===== src/rtl/papyrus_pkg.sv =====
// Shared types and board defaults for the push-button input path.
// Debounce FSM state encoding plus clk50-based timing constants.
package papyrus_pkg;

    typedef enum logic [1:0] {
        IDLE,
        PDB,
        HELD,
        RDB
    } btn_state_t;

    localparam int unsigned CLK_HZ      = 50000000;
    localparam int unsigned DEBOUNCE_MS = 10;
    localparam int unsigned LONG_MS     = 1000;

    function automatic int unsigned ms_to_cycles(input int unsigned ms);
        return (CLK_HZ / 1000) * ms;
    endfunction

endpackage


===== src/rtl/sync2.sv =====
// Two-flop synchroniser for an asynchronous pin.
// Reset value is a parameter so idle pins come out of reset at rest.
module sync2 #(
    parameter logic RST_VAL = 1'b0
) (
    input  logic clk_i,
    input  logic rst_i,
    input  logic d_i,
    output logic q_o
);

    logic s1_q;
    logic s2_q;

    // Two-stage capture to resolve metastability
    always_ff @(posedge clk_i or posedge rst_i) begin
        if (rst_i) begin
            s1_q <= RST_VAL;
            s2_q <= RST_VAL;
        end else begin
            s1_q <= d_i;
            s2_q <= s1_q;
        end
    end

    assign q_o = s2_q;

endmodule


===== src/rtl/button_reader.sv =====
// Debounced push-button reader with press/release strobes
// and short/long press classification by hold duration.
module button_reader
    import papyrus_pkg::*;
#(
    parameter int unsigned DEBOUNCE_CYCLES = ms_to_cycles(DEBOUNCE_MS),
    parameter int unsigned LONG_CYCLES     = ms_to_cycles(LONG_MS),
    parameter bit          ACTIVE_LOW      = 1'b1,
    parameter int unsigned HOLD_W          = 32
) (
    input  logic              clk50,
    input  logic              rst,
    input  logic              btn_raw,
    output logic              pressed,
    output logic              press_pulse,
    output logic              release_pulse,
    output logic              short_press,
    output logic              long_press,
    output logic [HOLD_W-1:0] held_cycles
);

    localparam int unsigned DW = (DEBOUNCE_CYCLES > 1) ?
                                 $clog2(DEBOUNCE_CYCLES) : 1;
    localparam logic [DW-1:0]     DMAX  = DW'(DEBOUNCE_CYCLES - 1);
    localparam logic [HOLD_W-1:0] LONGV = HOLD_W'(LONG_CYCLES);

    logic btn_s;
    logic p_s;

    sync2 #(
        .RST_VAL (ACTIVE_LOW)
    ) u_sync (
        .clk_i (clk50),
        .rst_i (rst),
        .d_i   (btn_raw),
        .q_o   (btn_s)
    );

    assign p_s = btn_s ^ ACTIVE_LOW;

    btn_state_t        state_q, state_d;
    logic [DW-1:0]     dcnt_q, dcnt_d;
    logic [HOLD_W-1:0] held_q, held_d;
    logic [HOLD_W-1:0] held_inc;
    logic              long_seen_q, long_seen_d;
    logic              pressed_q, pressed_d;
    logic              ppul_q, ppul_d;
    logic              rpul_q, rpul_d;
    logic              short_q, short_d;
    logic              long_q, long_d;

    assign held_inc = (&held_q) ? held_q : held_q + HOLD_W'(1);

    // Next-state and registered-output decode
    always_comb begin
        state_d     = state_q;
        dcnt_d      = dcnt_q;
        held_d      = held_q;
        long_seen_d = long_seen_q;
        pressed_d   = pressed_q;
        ppul_d      = 1'b0;
        rpul_d      = 1'b0;
        short_d     = 1'b0;
        long_d      = 1'b0;

        if (state_q == HELD || state_q == RDB) begin
            held_d = held_inc;
            if (held_inc == LONGV && !long_seen_q) begin
                long_d      = 1'b1;
                long_seen_d = 1'b1;
            end
        end

        unique case (state_q)
            IDLE: begin
                if (p_s) begin
                    state_d = PDB;
                    dcnt_d  = '0;
                end
            end
            PDB: begin
                if (!p_s) begin
                    state_d = IDLE;
                end else if (dcnt_q == DMAX) begin
                    state_d     = HELD;
                    pressed_d   = 1'b1;
                    ppul_d      = 1'b1;
                    held_d      = '0;
                    long_seen_d = 1'b0;
                end else begin
                    dcnt_d = dcnt_q + DW'(1);
                end
            end
            HELD: begin
                if (!p_s) begin
                    state_d = RDB;
                    dcnt_d  = '0;
                end
            end
            RDB: begin
                if (p_s) begin
                    state_d = HELD;
                end else if (dcnt_q == DMAX) begin
                    state_d   = IDLE;
                    pressed_d = 1'b0;
                    rpul_d    = 1'b1;
                    short_d   = !long_seen_d;
                end else begin
                    dcnt_d = dcnt_q + DW'(1);
                end
            end
            default: state_d = IDLE;
        endcase
    end

    // State and output registers, cleared immediately on reset
    always_ff @(posedge clk50 or posedge rst) begin
        if (rst) begin
            state_q     <= IDLE;
            dcnt_q      <= '0;
            held_q      <= '0;
            long_seen_q <= 1'b0;
            pressed_q   <= 1'b0;
            ppul_q      <= 1'b0;
            rpul_q      <= 1'b0;
            short_q     <= 1'b0;
            long_q      <= 1'b0;
        end else begin
            state_q     <= state_d;
            dcnt_q      <= dcnt_d;
            held_q      <= held_d;
            long_seen_q <= long_seen_d;
            pressed_q   <= pressed_d;
            ppul_q      <= ppul_d;
            rpul_q      <= rpul_d;
            short_q     <= short_d;
            long_q      <= long_d;
        end
    end

    assign pressed       = pressed_q;
    assign press_pulse   = ppul_q;
    assign release_pulse = rpul_q;
    assign short_press   = short_q;
    assign long_press    = long_q;
    assign held_cycles   = held_q;

endmodule


===== config.mk =====
export PLATFORM = sky130hd
export DESIGN_NAME = button_reader
export DESIGN_NICKNAME = d
export VERILOG_FILES = /design/src/rtl/papyrus_pkg.sv /design/src/rtl/sync2.sv /design/src/rtl/button_reader.sv
export SDC_FILE = /design/constraint.sdc
export NUM_CORES = 1
export LEC_CHECK = 0
export ABC_AREA = 1
export BUFFER_PORTS_ARGS = -buffer_cell sky130_fd_sc_hd__buf_2
export CAP_MARGIN = 25
export CORE_MARGIN = 5
export CORE_UTILIZATION = 50
export DETAILED_ROUTE_END_ITERATION = 12
export PLACE_DENSITY_LB_ADDON = 0.2
export SYNTH_ARGS = -nofsm -noshare
export SYNTH_HDL_FRONTEND = slang
export SYNTH_HIERARCHICAL = 1
export SYNTH_SLANG_ARGS = --single-unit

===== constraint.sdc =====
create_clock -name clk50 -period 2.2 [get_ports clk50]
set_input_delay 0.44 -clock clk50 [delete_from_list [all_inputs] [get_ports clk50]]
set_output_delay 0.44 -clock clk50 [all_outputs]
set_load 0.05 [all_outputs]

==> reports/results.ini <==
[yosys]
ys.flop_type = dfrtp_1
synth_area_leaders = dfrtp_1 36%, nand2_1 16%, nor2_1 7.9%
synth.top_cells.by_count = 173 x nand2_1, 86 x nor2_1, 62 x inv_1
yosysMostFrequentCell = nand2_1
synth-edff-count = 0
yosysSeqAreaShare = 0.3727
synth_cell_types = 38
synth_top_area_share = 0.3599
synth_nets = 608
synth.largest_area_cell = dfrtp_1
synth_warnings = 6
async_reset_ff_frac = 1.000
synth_area_um2 = 4103
syn_inst = 603
synth_seq_cells = 61
postSynthAreaPerCell_um2 = 6.804

[worst_setup_path]
crit_arrival_ns = 2.38
cpMostUsedCell = nand2_1
cp_cell_sequence = nand2_1 -> nor2_4 -> nand2_1 -> o21bai_1 -> nand2_1 -> nand2_1 -> nand2_1 -> nor2_1 -> nand2_1 -> nor2_2 -> nand3_2 -> nand2_1 -> nor2_1
cp.required_ns = 2.44
cp_slowest_cell = dfrtp_1
path_delay_family = simple AND/OR/NAND/NOR gates
crit_path_max_fanout = 7
crit_type = flop to flop
critPathBufInv = 0
critical-path-max-stage-delay_ns = 0.44
cp-start-kind = flop
endpoint_kind = flop

[route]
num_vias = 4317
via_per_inst = 5.478
ant_nets = 0
dr.pass1.iters = 5
dr.first_iter.drc_count = 320
wl_per_cell_um = 15.68
drt-total-wl_mm = 12.36
drc = 0

[timing]
finalMaxSlewViolations = 0
skew_ns = 0.01048
fmax_mhz = 468.5
slew_headroom = 0.6544
min_period_ns = 2.134
setup_viol = 0
worst_slack_ns = 0.06556
worst_pin_slew_ns = 0.5177
hold_viol_final = 0
period_share = 0.9702
rsz0062_at_grt = true

[cts]
cts_hold_buf = 0
clkTransAtPathRegs_ns = 0.08
htreeDepth = 3
clk_latency_ns = 0.35
cts_inserted_buffers = 9
ctsLongestPathBuffers = 2
cts_sinks = 61
cts_root_buf = clkbuf_8
cts_tree = built

[cells_and_area]
diodes = 0
nets = 683
drive_above_1_share = 0.2313
area_delta_synth_final_pct = 20.71

[pwr]
total_power_mw = 2.264
pwr_density_cell_nw_per_um2 = 457.1
leakage_nw = 2.253
peakVddDrop_mv = 0.3333

[place]
post-place-ws_ns = 0.04122
port_buffers = 39
dp.final_hpwl_mm = 9.579
gp_congestion = 1.027

[die]
dieHeight_um = 100.6
ios = 40
die_w_um = 100.6
coreArea_um2 = 8093
num_rows = 33
start_util = 0.5070
dieArea_um2 = 10120

[status]
status = finished clean

[run]
maxCapViolCount = 0

[global_route]
grt_pass1_vias = 4067
grt_usage = 0.2517
grt_pass1_wl_mm = 20.04
grt_max_degree = 39
antenna_found_initial = 0
gr-total-overflow = 0

[worst_hold_path]
hold_path.class = input pin to asynchronous set/reset pin

==> final cells by class <==
class	instances	area [um2]
multi-input cells	459	2298
fillers	788	3141
flip-flops and latches	61	1540
well taps	105	131.4
inverters	66	249.0
clock buffers	9	123.9
repair buffers	81	526.8
clock inverters	7	82.58
==> worst paths after layout <==
check | endpoint | startpoint | slack, ns | cells after the start
max | short_press$_DFF_PP0_ | held_cycles[6]$_DFF_PP0_ | 0.07 | 13
min | u_sync/s1_q$_DFF_PP1_ | rst | 0.12 | 2
max reg2reg | short_press$_DFF_PP0_ | held_cycles[6]$_DFF_PP0_ | 0.07 | 13
min reg2reg | u_sync/q_o$_DFF_PP1_ | u_sync/s1_q$_DFF_PP1_ | 0.36 | 0
max in group asynchronous | held_cycles[30]$_DFF_PP0_ | rst | 1.49 | 3
min in group clk50 | u_sync/s1_q$_DFF_PP1_ | btn_raw | 0.19 | 1
==> what timing repair did <==
item,CTS,global route
setup buffers,0,3
resized for setup,0,26
endpoints found under the setup margin,0,6
==> registers in the layout, indices dropped and copies added (netlist names), named ones only <==
signal / cells
state_q: 1
long_seen_q: 1
pressed: 1
release_pulse: 1
u_sync/q_o: 1
long_press: 1
press_pulse: 1
dcnt_q: 19
short_press: 1
held_cycles: 32
u_sync/s1_q: 1
==> placed cells by master, fill, tap and decap left out, types with 9 or more instances in the layout <==
master and instances:
nand4_1 11, nor2_1 75, inv_1 61, nand3_1 46, buf_2 39, nand2_1 169, o21ai_0 32, nand2_2 11
a31oi_1 12, nor3_1 13, clkbuf_8 9, dfrtp_2 9, nor2_2 16, buf_4 40, a21oi_1 10, dfrtp_1 50
==> metrics by stage <==
| step | hold WS [ns] | TNS, ns | area, um2 | utilization | instances |
|---|---|---|---|---|---|
| CTS | 0.1108 | 0 | 4867 | 0.6014 | 785 |
| finish | 0.1208 | 0 | 4952 | 0.6119 | 788 |
| detailed placement | 0.3495 | 0 | 4661 | 0.5759 | 769 |
| global placement | 0.3470 | 0 | 4661 | 0.5759 | 769 |
| floorplan | 0.3452 | 0 | 4105 | - | 603 |
| global route | 0.1095 | -0.06672 | 4952 | 0.6119 | 788 |
==> power breakdown <==
group / internal, mW / total [mW] / leakage (nW) / switching, mW
Combinational: 0.0198 / 0.0705 / 1.33 / 0.0507
Clock: 0.540 / 1.05 / 0.0984 / 0.514
Sequential: 1.13 / 1.14 / 0.826 / 0.00802
==> worst register-to-register path, stage by stage, from the launching register on <==
cell and delay [ns]:
dfrtp_1 0.44, nand2_1 0.14, nor2_4 0.27, nand2_1 0.15, o21bai_1 0.14, nand2_1 0.12
nand2_1 0.09, nand2_1 0.05, nor2_1 0.14, nand2_1 0.08, nor2_2 0.16, nand3_2 0.13
nand2_1 0.08, nor2_1 0.04
==> kinds of logic after synthesis <==
family	after synthesis	share of synthesized area
fa+ha+maj	2	0.006098
xor+xnor	13	0.02775
simple gates	369	0.4059
buf+inv	83	0.07929
compound gates	75	0.1083
flops	61	0.3727
==> per-layer routing <==
layer	share of wire	up-vias	global-route usage	wire length, um
met3	0.080	23	0.04844	989
li1	-	2112	-	-
met5	0	-	0	0
met1	0.44	2007	0.3525	5458
met2	0.45	175	0.3838	5590
met4	0.026	0	0.09741	320
(Power assumes the default switching activity.)
